$ cat src/rtl/game_status_ctrl_if.sv
// Signal bundle between the game front panel / game logic and the status controller.
// The master side drives the raw buttons and the collision event; the slave side
// (the controller) returns the game status, the one-second tick and the FSM state.
interface game_status_ctrl_if;
    logic       btn_start;
    logic       btn_pause;
    logic       collision;
    logic       status;
    logic       tick_1Hz;
    logic       game_over;
    logic [1:0] state;

    modport master (
        output btn_start,
        output btn_pause,
        output collision,
        input  status,
        input  tick_1Hz,
        input  game_over,
        input  state
    );

    modport slave (
        input  btn_start,
        input  btn_pause,
        input  collision,
        output status,
        output tick_1Hz,
        output game_over,
        output state
    );
endinterface

$ cat src/rtl/game_status_ctrl.sv
// Game status controller: synchronizes and debounces the start/pause buttons,
// synchronizes the collision event, runs the IDLE/RUN/PAUSE/OVER game FSM and
// produces a one-cycle tick per elapsed second of RUN time.
module game_status_ctrl #(
    parameter int CLK_HZ          = 100_000_000,
    parameter int DEBOUNCE_CYCLES = 1_000_000
) (
    input  logic              clk_100MHz,
    input  logic              reset,
    game_status_ctrl_if.slave bus
);

    // Counter widths; a one-bit floor keeps degenerate parameter values legal.
    localparam int SEC_W = (CLK_HZ > 1) ? $clog2(CLK_HZ) : 1;
    localparam int DEB_W = (DEBOUNCE_CYCLES > 1) ? $clog2(DEBOUNCE_CYCLES + 1) : 1;

    localparam logic [SEC_W-1:0] SEC_LAST = SEC_W'(CLK_HZ - 1);
    localparam logic [DEB_W-1:0] DEB_LAST = DEB_W'(DEBOUNCE_CYCLES - 1);

    localparam logic [1:0] ST_IDLE  = 2'b00;
    localparam logic [1:0] ST_RUN   = 2'b01;
    localparam logic [1:0] ST_PAUSE = 2'b10;
    localparam logic [1:0] ST_OVER  = 2'b11;

    // Synchronizer bit order: 0 = start button, 1 = pause button, 2 = collision.
    logic [2:0]       sync1_q, sync1_d;
    logic [2:0]       sync2_q, sync2_d;

    // Debounce bit order: 0 = start button, 1 = pause button.
    logic [1:0]       deb_q, deb_d;
    logic [DEB_W-1:0] deb_cnt_q [2];
    logic [DEB_W-1:0] deb_cnt_d [2];
    logic [1:0]       deb_prev_q, deb_prev_d;
    logic [1:0]       press_q, press_d;

    logic [1:0]       state_q, state_d;
    logic [SEC_W-1:0] sec_cnt_q, sec_cnt_d;

    logic             start_press;
    logic             pause_press;
    logic             coll_sync;
    logic             sec_terminal;

    assign start_press  = press_q[0];
    assign pause_press  = press_q[1];
    assign coll_sync    = sync2_q[2];
    assign sec_terminal = (sec_cnt_q == SEC_LAST);

    // Two-flop synchronizer stages for all three asynchronous inputs.
    always_comb begin
        sync1_d = {bus.collision, bus.btn_pause, bus.btn_start};
        sync2_d = sync1_q;
    end

    // Debounce: a button level is accepted only after the synchronized level has
    // differed from it for DEBOUNCE_CYCLES cycles in a row; any return clears the run.
    always_comb begin
        deb_d = deb_q;
        for (int i = 0; i < 2; i++) begin
            deb_cnt_d[i] = '0;
            if (sync2_q[i] != deb_q[i]) begin
                if (deb_cnt_q[i] == DEB_LAST) begin
                    deb_d[i] = sync2_q[i];
                end else begin
                    deb_cnt_d[i] = deb_cnt_q[i] + 1'b1;
                end
            end
        end
    end

    // Press pulses fire for one cycle after the debounced level rises.
    always_comb begin
        deb_prev_d = deb_q;
        press_d    = deb_q & ~deb_prev_q;
    end

    // Game FSM; collision beats pause in RUN, and a held collision cannot
    // re-enter OVER because only RUN looks at it.
    always_comb begin
        state_d = state_q;
        case (state_q)
            ST_IDLE: begin
                if (start_press) begin
                    state_d = ST_RUN;
                end
            end
            ST_RUN: begin
                if (coll_sync) begin
                    state_d = ST_OVER;
                end else if (pause_press) begin
                    state_d = ST_PAUSE;
                end
            end
            ST_PAUSE: begin
                if (pause_press || start_press) begin
                    state_d = ST_RUN;
                end
            end
            ST_OVER: begin
                if (start_press) begin
                    state_d = ST_IDLE;
                end
            end
            default: state_d = ST_IDLE;
        endcase
    end

    // Second counter counts RUN cycles only, keeps partial progress across a pause
    // and restarts from zero whenever the game is idle or over.
    always_comb begin
        sec_cnt_d = sec_cnt_q;
        case (state_q)
            ST_RUN: begin
                if (sec_terminal) begin
                    sec_cnt_d = '0;
                end else begin
                    sec_cnt_d = sec_cnt_q + 1'b1;
                end
            end
            ST_PAUSE: sec_cnt_d = sec_cnt_q;
            default:  sec_cnt_d = '0;
        endcase
    end

    // All state registers share one asynchronous reset that discards any progress.
    always_ff @(posedge clk_100MHz or posedge reset) begin
        if (reset) begin
            sync1_q      <= '0;
            sync2_q      <= '0;
            deb_q        <= '0;
            deb_cnt_q[0] <= '0;
            deb_cnt_q[1] <= '0;
            deb_prev_q   <= '0;
            press_q      <= '0;
            state_q      <= ST_IDLE;
            sec_cnt_q    <= '0;
        end else begin
            sync1_q      <= sync1_d;
            sync2_q      <= sync2_d;
            deb_q        <= deb_d;
            deb_cnt_q[0] <= deb_cnt_d[0];
            deb_cnt_q[1] <= deb_cnt_d[1];
            deb_prev_q   <= deb_prev_d;
            press_q      <= press_d;
            state_q      <= state_d;
            sec_cnt_q    <= sec_cnt_d;
        end
    end

    // Outputs are plain decodes of the registered state, so they follow it without delay.
    assign bus.state     = state_q;
    assign bus.status    = (state_q == ST_RUN);
    assign bus.game_over = (state_q == ST_OVER);
    assign bus.tick_1Hz  = (state_q == ST_RUN) && sec_terminal;

endmodule
$ cat src/flat_wrapper.sv
// flat-port wrapper written by rule: the top's interface ports become plain ports
module game_status_ctrl_flat 
#(
    parameter int CLK_HZ          = 100_000_000,
    parameter int DEBOUNCE_CYCLES = 1_000_000
)
  (clk_100MHz, reset, bus_btn_start, bus_btn_pause, bus_collision, bus_status, bus_tick_1Hz, bus_game_over, bus_state);
  game_status_ctrl_if bus_i ();
  input  logic clk_100MHz;
  input  logic reset;
  input wire logic [$bits(bus_i.btn_start)-1:0] bus_btn_start;
  input wire logic [$bits(bus_i.btn_pause)-1:0] bus_btn_pause;
  input wire logic [$bits(bus_i.collision)-1:0] bus_collision;
  output wire logic [$bits(bus_i.status)-1:0] bus_status;
  output wire logic [$bits(bus_i.tick_1Hz)-1:0] bus_tick_1Hz;
  output wire logic [$bits(bus_i.game_over)-1:0] bus_game_over;
  output wire logic [$bits(bus_i.state)-1:0] bus_state;
  assign bus_i.btn_start = bus_btn_start;
  assign bus_i.btn_pause = bus_btn_pause;
  assign bus_i.collision = bus_collision;
  assign bus_status = bus_i.status;
  assign bus_tick_1Hz = bus_i.tick_1Hz;
  assign bus_game_over = bus_i.game_over;
  assign bus_state = bus_i.state;
  game_status_ctrl #(.CLK_HZ(CLK_HZ), .DEBOUNCE_CYCLES(DEBOUNCE_CYCLES)) u_core (.clk_100MHz(clk_100MHz), .reset(reset), .bus(bus_i));
endmodule
$ cat config.mk
export PLATFORM = sky130hd
export DESIGN_NAME = game_status_ctrl_flat
export DESIGN_NICKNAME = d
export VERILOG_FILES = /design/src/rtl/game_status_ctrl_if.sv /design/src/rtl/game_status_ctrl.sv /design/src/flat_wrapper.sv
export SDC_FILE = /design/constraint.sdc
export NUM_CORES = 1
export LEC_CHECK = 0
export ABC_AREA = 1
export CORE_MARGIN = 1
export CORE_UTILIZATION = 56
export DETAILED_ROUTE_END_ITERATION = 10
export PLACE_DENSITY = 0.82
export SLEW_MARGIN = 20
export SYNTH_ARGS = -nofsm -noshare
export SYNTH_HDL_FRONTEND = slang
export SYNTH_SLANG_ARGS = --single-unit
$ cat constraint.sdc
create_clock -name clk_100MHz -period 3 [get_ports clk_100MHz]
set_input_delay 0.9 -clock clk_100MHz [delete_from_list [all_inputs] [get_ports clk_100MHz]]
set_output_delay 0.9 -clock clk_100MHz [all_outputs]
set_load 0.03 [all_outputs]
### Word level (Yosys, flattened, before mapping)

Index checks and enable logic that the tools add are counted.

* flip-flop bits (word level): 81
* output and inout bits: 5
* logic and storage cells: 45

* add/subtract/negate cells: 3
* equal/unequal tests: 12
* mux-type cells: 12
* bitwise gates (word level): 2
* reduce and logical (&&, ||, !) cells: 6

Operators with widths (count)
* 2-to-1 mux 20 bit: 4
* one-hot mux 27 bit (2 select lines): 1
* adder 20 x 1 -> 20 bit (second input constant): 2
* equality test 20 bit (second input constant): 2
* adder 27 x 1 -> 27 bit (second input constant): 1
* equality test 27 bit (second input constant): 1
* 2-to-1 mux 27 bit: 1
* 2-to-1 mux 2 bit: 5
* one-hot mux 2 bit (4 select lines): 1
* inequality test 2 x 1 -> 1 bit (second input constant): 3
* equality test 2 bit (second input constant): 2
* AND reduction 2 bit: 2
* AND reduction 4 bit: 1
* inequality test 3 x 1 -> 1 bit (second input constant): 1
* AND 2 bit: 1
* equality test 2 x 1 -> 1 bit (second input constant): 1
* zero test 2 bit: 1
* inequality test 1 bit: 2
* inverter 2 bit: 1
* logical AND 1 bit: 1
* logical OR 1 bit: 1

### Logic depth before layout (Yosys ltp)

* depth after elaboration: 3
* depth in mapped cells: 10
* depth with buffers taken out: 10

### Least setup slack after synthesis

No wires, ideal clock.

* path type: register -> output
* from: reg u_core.state_q[0], in the netlist u_core.bus.state[0]
* to: out bus_tick_1Hz
* arrival: 1585 ps
* data required time: 2100 ps
* path slack: 515 ps
* cell stages (with the launch flop): 5
* cell sequence: dfrtp_1 inv_1 nor2_4 inv_1 nor2_1

* longest elaborated chain between the ends: 2

RTL lines
* from (decl): RTL line game_status_ctrl.sv:36 `logic [1:0] state_q, state_d;`
* from (signal assigned): RTL line game_status_ctrl.sv:145 `state_q <= state_d;`
* equality test 2 x 1 -> 1 bit
* via bus_status: RTL line flat_wrapper.sv:14 `output wire logic [$bits(bus_i.status)-1:0] bus_status;`
* logical AND 1 bit: RTL line game_status_ctrl.sv:154 `assign bus.tick_1Hz = (state_q == ST_RUN) && sec_terminal;`
* to (decl): RTL line flat_wrapper.sv:15 `output wire logic [$bits(bus_i.tick_1Hz)-1:0] bus_tick_1Hz;`

The timed path passes the listed nets, and every way through them passes these cells.

### Final worst setup path

* from: reg u_core.state_q[1], in the netlist u_core.bus.state[1]
* to: out bus_status

* longest elaborated chain between the ends: 1

RTL lines
* equality test 2 x 1 -> 1 bit: RTL line game_status_ctrl.sv:152 `assign bus.status = (state_q == ST_RUN);`
* to (decl): RTL line flat_wrapper.sv:14

Every way passes these cells.

==> summary.txt <==
Global Route Usage Sum - 24.4%
Nets - 633
DRC violations left - 0
1st-iter DRT viols - 225
RSZ-0062 raised after global routing - false
Clk buf depth - 2
Synth cell types - 29
Drt wl/cell - 12.6 µm
Ys async rst share - 100%
Die Y - 91.1 µm
Yosys top cell by area - dfrtp_1
VDD IR max - 0.000254 V
First-pass GRT wire length - 16400 µm
Reg-to-reg setup timing slack - 1.30 ns
Final setup fails - 0
Min cycle time layout - 2.70 ns
Top-count cell post-synth - nand2_1
Initial antenna violation count - 0
Area contributors post-synth - dfrtp_1, nand2_1, nor2_1
Hold_ws - 0.352 ns
Layout fillers - 681
Initial DRT Pass Iterations - 5
Status - complete, no violations
EDFF count, synth - 0
Hold WC Path Type - flop to flop
H-tree levels - 3
Vias - 3865
Total clock buffers created by CTS - 9
Share of layout cells above drive strength 1 - 6.84%
Worst-margin pin slew - 0.588 ns
CTS tree - done
Ys flop type - dfrtp_1
CP arrival - 1.80 ns
Mapped Area - 4440 µm²
Worst path required time - 2.10 ns
Final HPWL DP - 6700 µm
Die W - 91.1 µm
N_diodes - 0
Max-cap violations - 0
Fin. Hold Viols - 0
Setup CP Type - flop to output pin
# clock sinks - 81
Mapped Avg Cell Area - 7.36 µm²
GP Congestion - 0.963
Clock Skews - 0.00759 ns
Site Rows - 32
Final Max Slew Viols - 0
Core area - 7690 µm²
Share of the synthesized area in the top cell type - 45.6%
Startpoint types - flop
DR vias/cell - 5.29
Synth Register Bits - 81
TNS Setup - 0 ns
Sequential area share after synthesis - 45.6%
IO buf count - 9
Hold Buf Count CTS - 0
Remaining antenna violation count after routing - 0
CP endpoint kind - output pin
Slew headroom - 60.5%
Yosys warnings - 0
Post-synth top cells - nand2_1, nor2_1, dfrtp_1
Post-Route WL - 9230 µm
PD cells - 391 nW/µm²
Synthesized net count - 612
Post-CTS setup buffer count - 0
Grt ovf - 0
FMAX - 0.371 GHz
Leak - 2.13 nW
Largest net degree at the start of global routing - 47
Layout area overhead - 9.52%
Number of global-route vias before repair - 3841
Crit path max fanout - 7
Synthesized netlist cell count - 604
Worst-skew pair later-pin latency - 0.35 ns
Final period utilization - 89.9%
Initial Util - 57.8%
Die area - 8300 µm²
Clk slew on worst S/H paths - 0.08 ns
Root Buffer - clkbuf_8
Top Ports - 10
## critical path: stages, from the launching register on
cell and delay (ns):
dfrtp_1 0.47, nor2_4 0.13, buf_4 0.17, clkdlybuf4s50_1 0.68
## layout by cell type, fill, tap and decap left out, drive strengths merged
cell           instances
nand4                 19
dfrtp                 81
o22ai                  3
nor3b                  2
clkinvlp               2
nand3                 51
clkinv                 3
clkbuf                12
nor3                  17
nand2                151
xor2                  20
a21oi                 11
o21ai                 26
buf                    5
nor2                 123
or2                    1
clkdlybuf4s50          8
xnor2                  7
nand3b                 2
o21bai                 1
and2                   1
inv                   80
ha                     3
## metrics by stage
step	power, mW	instances	setup WS, ns	utilization (%)	area, µm²
2_1_floorplan	1.17	604	0.0199	-	4440
3_3_place_gp	1.19	716	0.232	61.0	4690
3_5_place_dp	1.19	716	0.212	61.0	4690
4_1_cts	1.92	731	0.0848	63.4	4870
5_1_grt	1.97	731	0.130	63.3	4870
6_report	1.90	731	0.304	63.3	4870
## per-layer routing
| layer | up-vias | global-route usage, % | part of all wire [%] |
|---|---|---|---|
| li1 | 1949 | - | - |
| met1 | 1795 | 31.4 | 45 |
| met2 | 102 | 40.5 | 48 |
| met3 | 19 | 3.18 | 4.9 |
| met4 | 0 | 12.3 | 2.2 |
| met5 | - | 0 | 0 |
## flip-flops by register name, indices dropped and copies added (netlist names)
register           cells
u_core.bus.state       2
u_core.sync2_q         3
u_core.deb_prev_d      2
u_core.deb_prev_q      2
u_core.press_q         2
u_core.sec_cnt_q      27
u_core.deb_cnt_q      40
u_core.sync1_q         3
## kinds of logic (layout without fill, tap and decap cells)
family / after synthesis / count (layout) / share of synthesized area (%)
DFF: 81 / 81 / 45.6
AOI/OAI and AO/OA: 41 / 41 / 4.84
xor gates and xnor gates: 27 / 27 / 5.32
adders and majority gates: 3 / 3 / 0.845
buffers and inverters: 85 / 110 / 7.32
and+or+nand+nor: 367 / 367 / 36.1
## area by class of cell
| type | count | area (µm²) | share of cell area, % |
|---|---|---|---|
| Inverter | 81 | 305 | 6.27 |
| Timing Repair Buffer | 14 | 135 | 2.78 |
| Clock inverter | 4 | 28.8 | 0.591 |
| Tap cell | 102 | 128 | 2.62 |
| Multi-Input combinational cell | 438 | 2090 | 43.0 |
| Sequential cell | 81 | 2030 | 41.6 |
| Clock buffer | 11 | 151 | 3.11 |
## power breakdown
part / internal, mW / total [mW] / leakage (nW) / switching, mW
clock: 0.341 / 0.737 / 0.0874 / 0.396
sequential: 1.10 / 1.11 / 1.11 / 0.00680
combinational: 0.0175 / 0.0565 / 0.931 / 0.0390
## repair_timing
action | CTS | global route
pin swaps | 0 | 0
setup endpoints to repair | 1 | 1
resized for setup | 1 | 2
## final timing paths
check / endpoint / cells after the start / start
setup / recovery: bus_status / 3 / u_core.bus.state[1]
max in group asynchronous: u_core.sync2_q[1] / 3 / reset
min in group asynchronous: u_core.sec_cnt_q[4] / 2 / reset
hold / removal: u_core.sync2_q[1] / 0 / u_core.sync1_q[1]
setup reg to reg: u_core.deb_cnt_q[39] / 8 / u_core.deb_cnt_q[20]
hold reg to reg: u_core.sync2_q[1] / 0 / u_core.sync1_q[1]
Power figures use the tool's default switching activity.
